<file path="config.mk">
export PLATFORM = sky130hd
export DESIGN_NAME = imem_loader_flat
export DESIGN_NICKNAME = d
export VERILOG_FILES = /design/src/rtl/imem_loader_if.sv /design/src/rtl/imem_loader.sv /design/src/flat_wrapper.sv
export SDC_FILE = /design/constraint.sdc
export NUM_CORES = 1
export LEC_CHECK = 0
export ABC_CLOCK_PERIOD_IN_PS = 1900
export CAP_MARGIN = 10
export CORE_MARGIN = 1.5
export CORE_UTILIZATION = 48
export CTS_BUF_LIST = sky130_fd_sc_hd__clkbuf_4
export DETAILED_ROUTE_END_ITERATION = 8
export PLACE_DENSITY = 0.82
export SLEW_MARGIN = 20
export SYNTH_ARGS = -nofsm -noshare
export SYNTH_HDL_FRONTEND = slang
export SYNTH_SLANG_ARGS = --single-unit
</file>
<file path="constraint.sdc">
create_clock -name clk -period 1.9 [get_ports clk]
set_clock_uncertainty 0.15 [all_clocks]
set_input_delay 0.19 -clock clk [delete_from_list [all_inputs] [get_ports clk]]
set_output_delay 0.19 -clock clk [all_outputs]
set_load 0.02 [all_outputs]
</file>
<file path="src/rtl/imem_loader_if.sv">
// imem_loader_if: byte-stream handshake carrying program bytes into the loader.
interface imem_loader_if;
  localparam int unsigned DATA_W = 8;

  logic              s_valid;
  logic              s_ready;
  logic [DATA_W-1:0] s_data;
  logic              s_last;

  modport master (output s_valid, output s_data, output s_last, input s_ready);
  modport slave  (input s_valid, input s_data, input s_last, output s_ready);
endinterface

</file>
<file path="src/rtl/imem_loader.sv">
// imem_loader: packs a little-endian byte stream into 32-bit instruction-memory
// words, one write per word, and reports session status.
// Build macro IMEM_LOADER_CHECKSUM_EN adds a trailing 32-bit checksum check.
module imem_loader (
  input  logic                clk,
  input  logic                reset,
  input  logic                start,
  imem_loader_if.slave        strm,
  output logic                we,
  output logic [5:0]          wa,
  output logic [31:0]         wd,
  output logic                busy,
  output logic                done,
  output logic [6:0]          words,
  output logic                err
);
  localparam int unsigned ADDR_W    = 6;
  localparam int unsigned WORD_W    = 32;
  localparam int unsigned CNT_W     = 7;
  localparam int unsigned MAX_WORDS = 64;

  // S_FLUSH is the write cycle of the final word: still busy, stream closed.
  localparam logic [2:0] S_IDLE  = 3'd0;
  localparam logic [2:0] S_LOAD  = 3'd1;
  localparam logic [2:0] S_FLUSH = 3'd2;
  localparam logic [2:0] S_DONE  = 3'd4;
`ifdef IMEM_LOADER_CHECKSUM_EN
  localparam logic [2:0] S_CHECK = 3'd3;
`endif

  logic [2:0]        state, state_n;
  logic [1:0]        byte_idx, byte_idx_n;
  logic [WORD_W-1:0] assy, assy_n;
  logic              ready, ready_n;
  logic              we_n;
  logic [ADDR_W-1:0] wa_n;
  logic [WORD_W-1:0] wd_n;
  logic              busy_n, done_n, err_n;
  logic [CNT_W-1:0]  words_n;
  logic              xfer_c;
  logic [WORD_W-1:0] merged_c;
`ifdef IMEM_LOADER_CHECKSUM_EN
  logic [WORD_W-1:0] sum, sum_n;
  logic              to_check, to_check_n;
`endif

  assign strm.s_ready = ready;
  assign xfer_c       = strm.s_valid && ready;
  // Current byte dropped into its lane on top of the partially assembled word.
  assign merged_c     = assy | (WORD_W'(strm.s_data) << {byte_idx, 3'b000});

  // Next-state and next-output logic.
  always_comb begin
    state_n    = state;
    byte_idx_n = byte_idx;
    assy_n     = assy;
    words_n    = words;
    we_n       = 1'b0;
    wa_n       = wa;
    wd_n       = wd;
    err_n      = err;
`ifdef IMEM_LOADER_CHECKSUM_EN
    sum_n      = sum;
    to_check_n = to_check;
`endif
    case (state)
      S_IDLE, S_DONE: begin
        if (start) begin
          state_n    = S_LOAD;
          byte_idx_n = 2'd0;
          assy_n     = '0;
          words_n    = '0;
          err_n      = 1'b0;
`ifdef IMEM_LOADER_CHECKSUM_EN
          sum_n      = '0;
          to_check_n = 1'b0;
`endif
        end
      end
      S_LOAD: begin
        if (xfer_c) begin
          if (byte_idx == 2'd3 || strm.s_last) begin
            we_n       = 1'b1;
            wa_n       = words[ADDR_W-1:0];
            wd_n       = merged_c;
            words_n    = words + CNT_W'(1);
            byte_idx_n = 2'd0;
            assy_n     = '0;
`ifdef IMEM_LOADER_CHECKSUM_EN
            sum_n      = sum + merged_c;
`endif
            if (strm.s_last) begin
              state_n    = S_FLUSH;
`ifdef IMEM_LOADER_CHECKSUM_EN
              to_check_n = 1'b1;
`endif
            end else if (words == CNT_W'(MAX_WORDS - 1)) begin
              state_n    = S_FLUSH;
              err_n      = 1'b1;
`ifdef IMEM_LOADER_CHECKSUM_EN
              to_check_n = 1'b0;
`endif
            end
          end else begin
            assy_n     = merged_c;
            byte_idx_n = byte_idx + 2'd1;
          end
        end
      end
      S_FLUSH: begin
`ifdef IMEM_LOADER_CHECKSUM_EN
        state_n = to_check ? S_CHECK : S_DONE;
`else
        state_n = S_DONE;
`endif
      end
`ifdef IMEM_LOADER_CHECKSUM_EN
      S_CHECK: begin
        if (xfer_c) begin
          if (byte_idx == 2'd3) begin
            state_n    = S_DONE;
            err_n      = (merged_c != sum);
            byte_idx_n = 2'd0;
            assy_n     = '0;
          end else begin
            assy_n     = merged_c;
            byte_idx_n = byte_idx + 2'd1;
          end
        end
      end
`endif
      default: state_n = S_IDLE;
    endcase

`ifdef IMEM_LOADER_CHECKSUM_EN
    ready_n = (state_n == S_LOAD) || (state_n == S_CHECK);
`else
    ready_n = (state_n == S_LOAD);
`endif
    busy_n = ready_n || (state_n == S_FLUSH);
    done_n = (state_n == S_DONE);
  end

  // State and registered outputs; reset wins over start and transfers.
  always_ff @(posedge clk) begin
    if (reset) begin
      state    <= S_IDLE;
      byte_idx <= 2'd0;
      assy     <= '0;
      ready    <= 1'b0;
      we       <= 1'b0;
      wa       <= '0;
      wd       <= '0;
      busy     <= 1'b0;
      done     <= 1'b0;
      words    <= '0;
      err      <= 1'b0;
`ifdef IMEM_LOADER_CHECKSUM_EN
      sum      <= '0;
      to_check <= 1'b0;
`endif
    end else begin
      state    <= state_n;
      byte_idx <= byte_idx_n;
      assy     <= assy_n;
      ready    <= ready_n;
      we       <= we_n;
      wa       <= wa_n;
      wd       <= wd_n;
      busy     <= busy_n;
      done     <= done_n;
      words    <= words_n;
      err      <= err_n;
`ifdef IMEM_LOADER_CHECKSUM_EN
      sum      <= sum_n;
      to_check <= to_check_n;
`endif
    end
  end
endmodule

</file>
<file path="src/flat_wrapper.sv">
// flat-port wrapper written by rule: the top's interface ports become plain ports
module imem_loader_flat 
  (clk, reset, start, we, wa, wd, busy, done, words, err, strm_s_valid, strm_s_data, strm_s_last, strm_s_ready);
  imem_loader_if strm_i ();
  input  logic clk;
  input  logic reset;
  input  logic start;
  output logic we;
  output logic [5:0] wa;
  output logic [31:0] wd;
  output logic busy;
  output logic done;
  output logic [6:0] words;
  output logic err;
  input wire logic [$bits(strm_i.s_valid)-1:0] strm_s_valid;
  input wire logic [$bits(strm_i.s_data)-1:0] strm_s_data;
  input wire logic [$bits(strm_i.s_last)-1:0] strm_s_last;
  output wire logic [$bits(strm_i.s_ready)-1:0] strm_s_ready;
  assign strm_i.s_valid = strm_s_valid;
  assign strm_i.s_data = strm_s_data;
  assign strm_i.s_last = strm_s_last;
  assign strm_s_ready = strm_i.s_ready;
  imem_loader u_core (.clk(clk), .reset(reset), .start(start), .strm(strm_i), .we(we), .wa(wa), .wd(wd), .busy(busy), .done(done), .words(words), .err(err));
endmodule
</file>
# Word level (Yosys, flattened, before mapping)
# Cells that the tools add are included.
dict set report totals {
  reg_bits 87
  latch_bits 0
  ram_bits 0
  romBits 0
  input_bits 13
  out_inout_bits 50
  word_cells 66
  n_memories 0
}
dict set report op_classes {
  n_addsub 2
  multipliers 0
  div_mod_pow 0
  n_lt_le_gt_ge 0
  eq_ne 13
  n_shift 1
  muxes 25
  bitwise_logic 3
  reduce_logical 11
}
# op count
set op_table {}
lappend op_table {{$mux 32} 3}
lappend op_table {{$pmux 32 s2} 1}
lappend op_table {{$or 32x32->32} 1}
lappend op_table {{$shl 8x5->32} 1}
lappend op_table {{$mux 7} 3}
lappend op_table {{$mux 3} 5}
lappend op_table {{$pmux 7 s2} 1}
lappend op_table {{$pmux 3 s3} 1}
lappend op_table {{$add 7x1->7 const B} 1}
lappend op_table {{$eq 7x6->1 const B} 1}
lappend op_table {{$eq 3x1->1 const B} 2}
lappend op_table {{$eq 3x2->1 const B} 2}
lappend op_table {{$eq 3x3->1 const B} 2}
lappend op_table {{$mux 1} 6}
lappend op_table {{$mux 2} 3}
lappend op_table {{$ne 2x1->1 const B} 3}
lappend op_table {{$reduce_and 3->1} 2}
lappend op_table {{$reduce_and 6->1} 1}
lappend op_table {{$ne 2x2->1 const B} 2}
lappend op_table {{$pmux 2 s2} 1}
lappend op_table {{$reduce_and 4->1} 1}
lappend op_table {{$logic_not 3->1} 1}
lappend op_table {{$reduce_or 3->1} 1}
lappend op_table {{$add 2x1->2 const B} 1}
lappend op_table {{7 further kinds} 9}

# Logic depth before layout (Yosys ltp)
# Gate-level depths: netlist (run 1).
dict set report depth {
  ltp_word 8
  mapped_depth 7
  mapped_depth_nobuf 5
}

# Worst setup path before layout (run 1)
# OpenSTA, ideal clock, no wires.
dict set report synth_timing {
  path_kind {reg2reg}
  startpoint {register u_core.byte_idx[0]}
  endpoint {register u_core.assy[24]}
  setup_time_ns 0.065
  arrival_time_ns 1.644
  t_required_ns 1.685
  setup_slack_ns 0.042
  path_stages_with_launch 8
  n_path_buf 2
  synth_period_minus_slack_ns 1.858
  cell_sequence {dfxtp_1 > ha_1 > or4b_4 > o211ai_2 > nand2b_2 > buf_6 > buf_6 > nor2_1}
}
dict set report synth_via {
  elab_chain_cells 5
  elab_cells_between_ends 7
  cone_classes {eq/ne (1); shift (1); mux (3); bitwise (1); reduce/logical (1)}
}
# item line
set synth_lines {}
lappend synth_lines {{from (decl)} imem_loader.sv:32} ;# logic [1:0] byte_idx, byte_idx_n;
lappend synth_lines {{from (signal assigned)} imem_loader.sv:164} ;# byte_idx <= byte_idx_n;
lappend synth_lines {{$shl 8x5->32 or $eq 2x2->1 (tied branches)} {imem_loader.sv:50, imem_loader.sv:82}}
lappend synth_lines {{$or 32x32->32 or $logic_or 1x1->1 (tied branches)} {imem_loader.sv:50, imem_loader.sv:82}}
lappend synth_lines {{$mux 32 (*)} imem_loader.sv:82} ;# if (byte_idx == 2'd3 || strm.s_last) begin
lappend synth_lines {{$mux 32 (*)} imem_loader.sv:81} ;# if (xfer_c) begin
lappend synth_lines {{$pmux 32 s2 (*)} imem_loader.sv:66} ;# case (state)
lappend synth_lines {{to (signal assigned)} imem_loader.sv:165} ;# assy <= assy_n;
lappend synth_lines {{to (decl)} imem_loader.sv:33} ;# logic [WORD_W-1:0] assy, assy_n;
# Every way passes the cells marked *; elsewhere a longest branch is shown, timed or not. The select of a mux whose other input is x is not followed.
# A chain may end at the register's enable or synchronous reset.

# Worst setup path in the final report (run 1)
dict set report layout_timing {
  startpoint {register u_core.words[5]}
  endpoint {output words[5]}
}
# item line
set layout_rtl {}
lappend layout_rtl {{from (decl)} imem_loader.sv:14} ;# output logic [6:0] words,
lappend layout_rtl {{from (signal assigned)} imem_loader.sv:172} ;# words <= words_n;
lappend layout_rtl {{to (decl)} flat_wrapper.sv:13} ;# output logic [6:0] words;
# No word-level cell between the ends.

==> results of run 1 <==
## power groups by stage
stage / Clock, mW / Sequential (mW) / Combinational [mW]
2_1_floorplan: 0 / 1.94 / 0.214
3_3_place_gp: 0 / 1.92 / 0.358
3_5_place_dp: 0 / 1.92 / 0.366
4_1_cts: 1.28 / 1.88 / 0.368
5_1_grt: 1.35 / 1.89 / 0.425
6_report: 1.26 / 1.88 / 0.390
## cell usage after synthesis
cell      count
nor3_4        1
nor2b_1       3
nor2_1       76
a21o_1        1
nor4_2        1
a211oi_1     34
nand2b_1      2
o31a_1        2
nand3_1       4
o21ai_0       3
ha_1          2
o21a_1        1
a21oi_1      41
xnor2_1       1
and3_1        2
buf_6         4
clkbuf_1     20
or3_1         4
o211ai_1      1
a31oi_1      33
mux2i_1       7
inv_1         5
o21ai_1       2
and2b_1       1
nand2_1       1
nand2b_2      1
or4b_4        1
and2_1        1
dfxtp_1      87
o211a_1       1
o211ai_2      1
buf_2         6
buf_1         5
and4b_1       1
nor3_1        3
## stage by stage
stage	std cells	total power [mW]
5_1_grt	497	3.67
4_1_cts	496	3.53
3_3_place_gp	480	2.28
6_report	497	3.53
3_5_place_dp	480	2.29
2_1_floorplan	359	2.16
## registers in the layout (all words and copies together), names as in the netlist
register / flops
u_core.assy: 32
u_core.err: 1
u_core.we: 1
u_core.wd: 32
u_core.state: 3
u_core.strm.s_ready: 1
u_core.words: 7
u_core.wa: 6
u_core.done: 1
u_core.busy: 1
u_core.byte_idx: 2
## worst register-to-register path, delay by kind of cell (launching register included)
kind                       cells  cell delay (ns)
AOI/OAI and AO/OA              1             0.12
adders and majority gates      1             0.22
buffers and inverters          1             0.19
DFF                            1             0.35
and+or+nand+nor                3             0.74
## worst min-delay path by stage
| stage | slack (ns) | cells past startpoint | end |
|---|---|---|---|
| after floorplan | 0.20 | 2 | u_core.state[1] |
| after global placement | 0.30 | 2 | u_core.assy[23] |
| after detailed placement | 0.31 | 2 | u_core.assy[20] |
| after CTS | 0.33 | 2 | u_core.we |
| after global routing | 0.36 | 2 | u_core.assy[20] |
| final | 0.33 | 2 | u_core.assy[12] |
## area by class of cell
type	count	area share
Tap cell	77	0.0228
Clock buffer	9	0.0160
Inverter	5	0.00445
Multi-Input combinational cell	232	0.320
Clock inverter	7	0.0264
Sequential cell	87	0.413
Timing Repair Buffer	80	0.197
## cell families after synthesis
kind of cell,synth area share
DFF,0.535
AOI/OAI and AO/OA,0.232
muxes,0.0215
xor gates and xnor gates,0.00269
and+or+nand+nor,0.144
buffers and inverters,0.0576
adders and majority gates,0.00769
## layer usage
layer	global-route usage	wire, µm	share of wire	vias to the layer above
li1	-	-	-	1400
met1	0.278	3460	0.46	1279
met2	0.336	3520	0.47	72
met3	0.0370	355	0.048	12
met4	0.0953	127	0.017	0
met5	0	0	0	-
## repair_timing
item	CTS	global route
pin swaps	0	4
endpoints found under the hold margin	0	0
gates resized for setup	1	8
setup endpoints to repair	1	36
gates cloned	0	1
==> out/qor.txt, run 1 <==
RUN STATUS
----------------------------------------------------------------------------------------
Result of the run                                                           complete, but fails checks
Violations in the final reports                                             design-rule violations

CTS
----------------------------------------------------------------------------------------
Root buffer cell                                                                clkbuf_4
Number of levels in the clock H-tree                                                   3
Sink count of the clock tree                                                          87
Number of buffers inserted by hold repair at cts                                       0
TritonCTS clock tree                                                                done
Number of buffers inserted during clock tree synthesis                                 9
Number of post-CTS setup repair buffers                                                0
Later-pin clock latency in the skew report                                       0.42 ns
Worst-path clk slew                                                              0.13 ns
CTS Buffer Depth                                                                       2

FINAL LAYOUT
----------------------------------------------------------------------------------------
Final design instance area without fill                                      0.00422 mm²
Sequential cell area in the final layout                                     0.00174 mm²
N_diodes                                                                               0
Combined area of the multi-input logic cells                                 0.00135 mm²
Area Overhead vs Synth                                                             29.6%
Most common library cell in the layout ignoring fill and taps                    dfxtp_1
Fill cell total of the finished layout                                               517
Final core utilization                                                             0.653
Final-stage net count                                                                430
Share of final-layout standard cells stronger than drive strength 1               0.0952
Highest-count cells in the layout ignoring fill and taps                    dfxtp_1, nor2_1, clkdlybuf4s50_1

STA
----------------------------------------------------------------------------------------
Peak clock frequency supported by timing                                         546 MHz
Portion of the clock cycle consumed by the worst path in the final layout          0.965
Hold violation total from the final report                                             0
Total negative slack for setup checks                                               0 ns
Final Max Tran Viols                                                                   0
Period minus WS final                                                            1.83 ns
Transition at the pin with the smallest max-transition slack                    0.402 ns
RSZ-0062 raised after global routing                                               false
Remaining max-slew budget at the tightest pin                                      0.731
Final setup slack of the worst path                                            0.0669 ns
Number of failing setup endpoints in the final timing report                           0
Worst-case hold slack                                                           0.335 ns

POWER AND IR DROP
----------------------------------------------------------------------------------------
Relative contribution of combinational cells to total power                        0.110
Switching power of the nets                                                     0.846 mW
Net Sw Frac                                                                        0.240
Leakage power of the design                                                      1.46 nW
Cell Pwr Density                                                              837 mW/mm²
Portion of total power attributed to sequential cells                              0.533
Clk pwr share                                                                      0.356
Worst voltage drop across the vdd grid                                        0.000556 V
Power Internal                                                                   2.69 mW

YOSYS
----------------------------------------------------------------------------------------
Number of storage elements in the synthesis netlist                                   87
Number of library cell types mapped by synthesis                                      35
Library cell with the largest summed area after synthesis                        dfxtp_1
Area share of the largest cell type after synthesis                                0.535
Post-Syn Nets                                                                        374
Sequential fraction of the synthesis area                                          0.535
Cell area after technology mapping                                           0.00326 mm²
Number of synthesis warnings                                                           0
Post-synthesis cell count                                                            359
Post-Synthesis Mean Instance Area                                               9.07 µm²
Area contributors post-synth                                                dfxtp_1, nor2_1, a211oi_1

CRITICAL PATH
----------------------------------------------------------------------------------------
Flop2flop setup slack                                                            0.08 ns
Kind of capture point of the worst setup path                                 output pin
Worst Path Required                                                              1.56 ns
Critical Path Source                                                        u_core.words[5]
Worst reg2reg path startpoint                                               u_core.byte_idx[0]
Worst path depth                                                                       1
Cells along the critical path                                               clkdlybuf4s50_1
Arr. time, crit path                                                             1.49 ns
Cell at the slowest stage of the critical path                              clkdlybuf4s50_1
Critical Path Fanout Max                                                               6
End of the worst register-to-register path                                  u_core.assy[2]
Type of the setup path with the least slack                                      reg2out
Crit path largest cell delay                                                     0.64 ns
Cells on worst reg2reg path                                                            6
Worst path buffer plus inverter count                                                  1
Critical path's top delay family                                            buffers and inverters
Worst setup endpoint                                                            words[5]
Critical Path Source Type                                                       register

DIE
----------------------------------------------------------------------------------------
Die outline width                                                                85.4 µm
Die boundary height                                                              85.4 µm
Io pins                                                                               63
Core area                                                                    0.00646 mm²
Site Rows                                                                             29
Die footprint                                                                0.00729 mm²
Effective utilization at floorplan                                                 0.504

GRT
----------------------------------------------------------------------------------------
Largest net degree at the start of global routing                                     37
Number of antenna violations at the first check in global routing                      0
Remaining global-route overflow                                                        0
Gr usage total                                                                     0.210
Global-route wire length before repair                                           12.1 mm
Number of global-route vias before repair                                           2537

PLACE
----------------------------------------------------------------------------------------
RePlAce Congestion                                                                 0.778
HPWL after DPL                                                                   4.85 mm
Cell area after placement                                                    0.00398 mm²
Port bufs                                                                             62
Pre-CTS WS                                                                    -0.0860 ns

ROUTING
----------------------------------------------------------------------------------------
Initial detailed-routing violation count                                             116
Routed wire length                                                               7.46 mm
Average detailed-routed wire length per instance                                 15.0 µm
Count of vias placed by the detailed router                                         2763
DRC violations left                                                                    5
Detail-routed via count per cell                                                    5.56
Count of TritonRoute iterations in the first routing pass                              8
Antenna violation net count after detailed routing                                     0

WORST HOLD PATH
----------------------------------------------------------------------------------------
Class of the most critical hold timing path                                      reg2reg
Hold Path Origin                                                            u_core.assy[12]

FLOW RUN
----------------------------------------------------------------------------------------
Number of max-cap violations                                                           0

Note: power is estimated with default switching activity, not from simulation.
==> run 2: changes to the inputs <==
--- a/config.mk
+++ b/config.mk
@@ -8,9 +8,10 @@
 export ABC_CLOCK_PERIOD_IN_PS = 1900
 export CAP_MARGIN = 10
 export CORE_MARGIN = 1.5
-export CORE_UTILIZATION = 48
+export CORE_UTILIZATION = 59
 export CTS_BUF_LIST = sky130_fd_sc_hd__clkbuf_4
 export DETAILED_ROUTE_END_ITERATION = 8
+export DONT_BUFFER_PORTS = 1
 export PLACE_DENSITY = 0.82
 export SLEW_MARGIN = 20
 export SYNTH_ARGS = -nofsm -noshare
==> out/qor.txt, run 2 (same netlist as run 1, synthesis figures left out) <==
RUN STATUS
----------------------------------------------------------------------------------------
Result of the run                                                           finished clean

CTS
----------------------------------------------------------------------------------------
Worst-path clk slew                                                              0.12 ns   about the same
CTS Buffer Depth                                                                       2   unchanged
Number of levels in the clock H-tree                                                   3   unchanged
TritonCTS clock tree                                                                done
Sink count of the clock tree                                                          87   unchanged
Root buffer cell                                                                clkbuf_4
Later-pin clock latency in the skew report                                       0.43 ns   about the same
Number of buffers inserted during clock tree synthesis                                 9   unchanged

FINAL LAYOUT
----------------------------------------------------------------------------------------
N_diodes                                                                               0   unchanged
Final design instance area without fill                                      0.00364 mm²   -14%
Share of final-layout standard cells stronger than drive strength 1                0.114   +0.0183
Most common library cell in the layout ignoring fill and taps                    dfxtp_1
Final-stage net count                                                                382   -11%
Top Registers                                                               u_core.assy: 32 flops, u_core.wd: 32 flops, u_core.words: 7 flops
Area Overhead vs Synth                                                             11.9%
Highest-count cells in the layout ignoring fill and taps                    dfxtp_1, nor2_1, a21oi_1

CRITICAL PATH
----------------------------------------------------------------------------------------
Critical Path Fanout Max                                                              34   +28
Critical Path Source Type                                                       register
Flop2flop setup slack                                                            0.07 ns   about the same
Arr. time, crit path                                                             2.04 ns   +0.55 ns
Critical Path Source                                                        u_core.byte_idx[0]
Worst Path Required                                                              2.11 ns   +0.55 ns
Worst reg2reg path startpoint                                               u_core.byte_idx[0]
Kind of capture point of the worst setup path                                   register
Type of the setup path with the least slack                                      reg2reg

ROUTING
----------------------------------------------------------------------------------------
Antenna violation net count after detailed routing                                     0   unchanged
Routed met3 length                                                                587 µm   +65%
Count of TritonRoute iterations in the first routing pass                              5   -3
Routed wire length                                                               7.52 mm   +0.86%
DRC violations left                                                                    0   -5
Initial detailed-routing violation count                                             255   +120%
Top metal layer carrying routed signals                                             met4
Detail-routed via count per cell                                                    6.10   +9.7%
M1 wire length                                                                   3.21 mm   -7.1%
Count of vias placed by the detailed router                                         2683   -2.9%
Met2 WL                                                                          3.60 mm   +2.4%
Average detailed-routed wire length per instance                                 17.1 µm   +14%

DIE
----------------------------------------------------------------------------------------
Core area                                                                    0.00520 mm²   -19%
Die outline width                                                                77.3 µm   -9.5%
Io pins                                                                               63   unchanged
Effective utilization at floorplan                                                 0.625   +0.121
Die boundary height                                                              77.3 µm   -9.5%
Site Rows                                                                             26   -10%
Die footprint                                                                0.00597 mm²   -18%

GRT
----------------------------------------------------------------------------------------
Number of antenna violations at the first check in global routing                      0   unchanged
Largest net degree at the start of global routing                                     65   +76%
Gr usage total                                                                     0.260   +0.0505
Number of global-route vias before repair                                           2541   +0.16%
Global-route wire length before repair                                           12.2 mm   +0.74%
Remaining global-route overflow                                                        0   unchanged

POWER AND IR DROP
----------------------------------------------------------------------------------------
Net Sw Frac                                                                        0.262   +0.0224
Switching power of the nets                                                     0.802 mW   -5.2%
Worst voltage drop across the vdd grid                                        0.000526 V   -5.3%
Portion of total power attributed to sequential cells                              0.621   +0.088
Leakage power of the design                                                      1.23 nW   -16%
Post-route total power                                                           3.06 mW   -13%
Relative contribution of combinational cells to total power                        0.104   -0.006
Clk pwr share                                                                      0.275   -0.081
Power Internal                                                                   2.26 mW   -16%
Cell Pwr Density                                                              841 mW/mm²   +0.46%

FLOW RUN
----------------------------------------------------------------------------------------
Number of max-cap violations                                                           0   unchanged

WORST HOLD PATH
----------------------------------------------------------------------------------------
Class of the most critical hold timing path                                       in2reg
Hold Path Origin                                                                   start

STA
----------------------------------------------------------------------------------------
Transition at the pin with the smallest max-transition slack                    0.453 ns   +0.0512 ns
Hold violation total from the final report                                             0   unchanged
Remaining max-slew budget at the tightest pin                                      0.696   -0.0351
Peak clock frequency supported by timing                                         547 MHz   +0.30%
Portion of the clock cycle consumed by the worst path in the final layout          0.962   -0.00288
RSZ-0062 raised after global routing                                                true
Period minus WS final                                                            1.83 ns   -0.00547 ns
Number of failing setup endpoints in the final timing report                           0   unchanged
Final Max Tran Viols                                                                   0   unchanged
Worst-case hold slack                                                          0.0619 ns   -0.273 ns

PLACE
----------------------------------------------------------------------------------------
HPWL after DPL                                                                   4.53 mm   -6.7%
Cell area after placement                                                    0.00335 mm²   -16%
Port bufs                                                                              0   -100%
RePlAce Congestion                                                                 0.826   +6.2%

run 2: path summary, 6_finish.rpt:
path | endpoint | cells after the start
max | u_core.assy[6] | 6
min | u_core.strm.s_ready | 2
max reg2reg | u_core.assy[6] | 6
min reg2reg | u_core.assy[10] | 2
run 2: final cells by class:
cell class	count	area (µm²)
Sequential cell	87	1740
Fill cell	399	1560
Multi-Input combinational cell	232	1350
Timing Repair Buffer	32	348
Tap cell	70	87.6
Clock buffer	11	82.6
Inverter	5	18.8
Clock inverter	3	12.5
run 2: metal layers:
layer | up-vias | global-route usage
met3 | 14 | 0.0679
li1 | 1295 | -
met2 | 115 | 0.404
met1 | 1259 | 0.344
met4 | 0 | 0.107
met5 | - | 0
run 2: repair_timing:
action,CTS,global route
endpoints found under the hold margin,85,0
endpoints found under the setup margin,0,39
resized for setup,0,5
buffers inserted,0,1
hold buffers,12,0
run 2: metrics by stage:
stage | std cells | setup TNS (ns) | setup slack [ns] | util
2_1_floorplan | 359 | 0 | 0.0416 | -
3_3_place_gp | 412 | 0 | 0.102 | 0.643
3_5_place_dp | 412 | 0 | 0.0430 | 0.643
4_1_cts | 438 | 0 | 0.0128 | 0.686
5_1_grt | 440 | -0.0760 | -0.0290 | 0.700
6_report | 440 | 0 | 0.0723 | 0.700
run 2: critical path: stages, from the launching register on:
cell	delay, ns
dfxtp_1	0.33
ha_1	0.20
or4b_4	0.54
o211ai_2	0.11
nand2b_2	0.12
buf_12	0.18
nor2_1	0.12
run 2: power by group through the flow:
stage                     sequential (mW)  combinational (mW)  clock (mW)
final                                1.90               0.317       0.842
after global routing                 1.91               0.351       0.923
after CTS                            1.90               0.304       0.849
after detailed placement             1.94               0.242           0
after global placement               1.94               0.237           0
after floorplan                      1.94               0.214           0
==> run 3: changes to the inputs <==
--- a/config.mk
+++ b/config.mk
@@ -5,8 +5,8 @@
 export SDC_FILE = /design/constraint.sdc
 export NUM_CORES = 1
 export LEC_CHECK = 0
+export ABC_AREA = 1
 export ABC_CLOCK_PERIOD_IN_PS = 1900
-export CAP_MARGIN = 10
 export CORE_MARGIN = 1.5
 export CORE_UTILIZATION = 59
 export CTS_BUF_LIST = sky130_fd_sc_hd__clkbuf_4
==> constraint.sdc (replaced) <==
create_clock -name clk -period 1.9 [get_ports clk]
set_clock_uncertainty 0.15 [all_clocks]
set_input_delay 0.38 -clock clk [delete_from_list [all_inputs] [get_ports clk]]
set_output_delay 0.38 -clock clk [all_outputs]
set_load 0.02 [all_outputs]
==> out/qor.txt, run 3 <==
DIE
----------------------------------------------------------------------------------------
Effective utilization at floorplan                                                 0.606   -0.0194
Site Rows                                                                             28   +7.7%
Core area                                                                    0.00589 mm²   +13%
Die outline width                                                                80.8 µm   +4.5%
Io pins                                                                               63   unchanged
Die boundary height                                                              80.8 µm   +4.5%
Die footprint                                                                0.00652 mm²   +9.2%

ROUTING
----------------------------------------------------------------------------------------
Routed wire length                                                               7.89 mm   +4.9%
DRC violations left                                                                    0   unchanged
Initial detailed-routing violation count                                             218   -15%
Routed met3 length                                                                666 µm   +13%
Met2 WL                                                                          3.80 mm   +5.4%
Antenna violation net count after detailed routing                                     0   unchanged
M1 wire length                                                                   3.30 mm   +2.9%
Count of vias placed by the detailed router                                         2886   +7.6%
Count of TritonRoute iterations in the first routing pass                              5   unchanged
Average detailed-routed wire length per instance                                 15.2 µm   -11%
Detail-routed via count per cell                                                    5.56   -8.8%
Top metal layer carrying routed signals                                             met4

CRITICAL PATH
----------------------------------------------------------------------------------------
Flop2flop setup slack                                                            0.20 ns   +0.12 ns
End of the worst register-to-register path                                  u_core.words[6]
Cells on worst reg2reg path                                                            6   unchanged
Type of the setup path with the least slack                                      reg2reg
Worst Path Required                                                              2.09 ns   -0.02 ns
Critical Path Source                                                        u_core.byte_idx[0]
Critical Path Source Type                                                       register
Kind of capture point of the worst setup path                                   register
Critical Path Fanout Max                                                              28   -18%
Worst setup endpoint                                                        u_core.words[6]
Arr. time, crit path                                                             1.90 ns   -0.14 ns
Worst reg2reg path startpoint                                               u_core.byte_idx[0]

STA
----------------------------------------------------------------------------------------
Transition at the pin with the smallest max-transition slack                    0.792 ns   +0.339 ns
Portion of the clock cycle consumed by the worst path in the final layout          0.897   -0.0647
Hold violation total from the final report                                             0   unchanged
RSZ-0062 raised after global routing                                               false
Total negative slack for setup checks                                               0 ns   unchanged
Worst-case hold slack                                                          0.0450 ns   -0.0169 ns
Peak clock frequency supported by timing                                         587 MHz   +7.2%
Final setup slack of the worst path                                             0.195 ns   +0.123 ns
Remaining max-slew budget at the tightest pin                                      0.470   -0.226
Number of failing setup endpoints in the final timing report                           0   unchanged
Final Max Tran Viols                                                                   0   unchanged
Period minus WS final                                                            1.70 ns   -0.123 ns

PLACE
----------------------------------------------------------------------------------------
Pre-CTS WS                                                                      0.150 ns   +0.107 ns
Port bufs                                                                              0   unchanged
HPWL after DPL                                                                   5.33 mm   +18%
RePlAce Congestion                                                                 0.892   +8.0%

YOSYS
----------------------------------------------------------------------------------------
Most used flip-flop cell after synthesis                                         dfxtp_1
Number of library cell types mapped by synthesis                                      29   -17%
Post-synth EDFFs                                                                       0   unchanged
Post-Syn Nets                                                                        452   +21%
Post-Synthesis Mean Instance Area                                               8.16 µm²   -10%
Area share of the largest cell type after synthesis                                0.488   -0.0467
Library cell with the largest summed area after synthesis                        dfxtp_1
Top post-synthesis cells by count                                           nor2_1, dfxtp_1, o21ai_0
Cell area after technology mapping                                           0.00357 mm²   +9.6%
FFs w/ async S/R, synth                                                                0   unchanged
Post-synthesis cell count                                                            437   +22%
Cell with the most instances after synthesis                                      nor2_1
Number of storage elements in the synthesis netlist                                   87   unchanged
Number of synthesis warnings                                                           0   unchanged
Sequential fraction of the synthesis area                                          0.488   -0.0467
Area contributors post-synth                                                dfxtp_1, nor2_1, o21ai_0

CTS
----------------------------------------------------------------------------------------
Number of buffers inserted during clock tree synthesis                                 9   unchanged
TritonCTS clock tree                                                                done
Later-pin clock latency in the skew report                                       0.41 ns   -0.02 ns
Sink count of the clock tree                                                          87   unchanged
Number of post-CTS setup repair buffers                                                0   unchanged
Worst-path clk slew                                                              0.13 ns   about the same
CTS Buffer Depth                                                                       2   unchanged
Root buffer cell                                                                clkbuf_4
Number of levels in the clock H-tree                                                   3   unchanged

RUN STATUS
----------------------------------------------------------------------------------------
Result of the run                                                           finished clean

POWER AND IR DROP
----------------------------------------------------------------------------------------
Worst voltage drop across the vdd grid                                        0.000556 V   +5.6%
Post-route total power                                                           3.54 mW   +15%
Leakage power of the design                                                      1.50 nW   +22%
Cell Pwr Density                                                              925 mW/mm²   +10%

FINAL LAYOUT
----------------------------------------------------------------------------------------
Highest-count cells in the layout ignoring fill and taps                    nor2_1, dfxtp_1, o21ai_0
N_diodes                                                                               0   unchanged
Final-stage net count                                                                456   +19%
Top Registers                                                               u_core.assy: 32 flops, u_core.wd: 32 flops, u_core.words: 7 flops
Share of final-layout standard cells stronger than drive strength 1                0.151   +0.0374
Area Overhead vs Synth                                                             7.12%
Most common library cell in the layout ignoring fill and taps                     nor2_1

GRT
----------------------------------------------------------------------------------------
Number of antenna violations at the first check in global routing                      0   unchanged
Global-route wire length before repair                                           12.5 mm   +2.7%
Largest net degree at the start of global routing                                     32   -51%
Gr usage total                                                                     0.255   -0.00557
Number of global-route vias before repair                                           2717   +6.9%
Remaining global-route overflow                                                        0   unchanged

FLOW RUN
----------------------------------------------------------------------------------------
Number of max-cap violations                                                           0   unchanged

WORST HOLD PATH
----------------------------------------------------------------------------------------
Class of the most critical hold timing path                                       in2reg

## run 3: what timing repair did
action                                 CTS  global route
setup endpoints to repair                0             2
resized for setup                        0             1
hold buffers                             1             1
endpoints found under the hold margin   20             1
## run 3: how the worst min path moves through the flow
stage / end / slack, ns / from / cells after the start
6_report: u_core.err / 0.05 / strm_s_last / 3
5_1_grt: u_core.err / 0.03 / strm_s_last / 3
4_1_cts: u_core.err / 0.008 / strm_s_last / 3
3_5_place_dp: u_core.busy / 0.30 / reset / 1
3_3_place_gp: u_core.assy[22] / 0.30 / u_core.assy[22] / 2
2_1_floorplan: u_core.assy[19] / 0.29 / u_core.assy[19] / 2
## run 3: cell families after synthesis
kind of cell | Yosys count | synth area share
buf+inv | 51 | 0.0719
flops | 87 | 0.488
compound gates | 96 | 0.139
simple gates | 199 | 0.289
xor+xnor | 2 | 0.00491
fa+ha+maj | 2 | 0.00701
## run 3: metal layers
metal / GRT usage / vias to the layer above
met1: 0.314 / 1325
li1: - / 1450
met4: 0.0914 / 0
met5: 0 / -
met2: 0.423 / 100
met3: 0.0764 / 11
## run 3: critical path, stage by stage (launching register included)
cell and delay, ns:
dfxtp_1 0.35, ha_1 0.23, nor2_4 0.18, nand2_2 0.19
nand2_4 0.18, nand2_8 0.16, o21ai_0 0.19
## run 3: power by group
group	leakage, nW	internal (mW)	switching, mW
Sequential	0.705	1.89	0.0629
Clock	0.0893	0.647	0.585
Combinational	0.703	0.116	0.241
## run 3: per-stage QoR
step,cells,instance area [µm²],utilization
after floorplan,437,3570,-
after global placement,503,3630,0.616
after detailed placement,503,3630,0.616
after CTS,518,3800,0.646
after global routing,519,3820,0.649
final,519,3820,0.649
## run 3: final cells by class
cell class | instances | area, µm²
clock buffers | 9 | 67.6
clock inverters | 5 | 98.8
fillers | 509 | 2060
inverters | 25 | 93.8
multi-input cells | 299 | 1580
flip-flops and latches | 87 | 1740
well taps | 75 | 93.8
repair buffers | 19 | 148
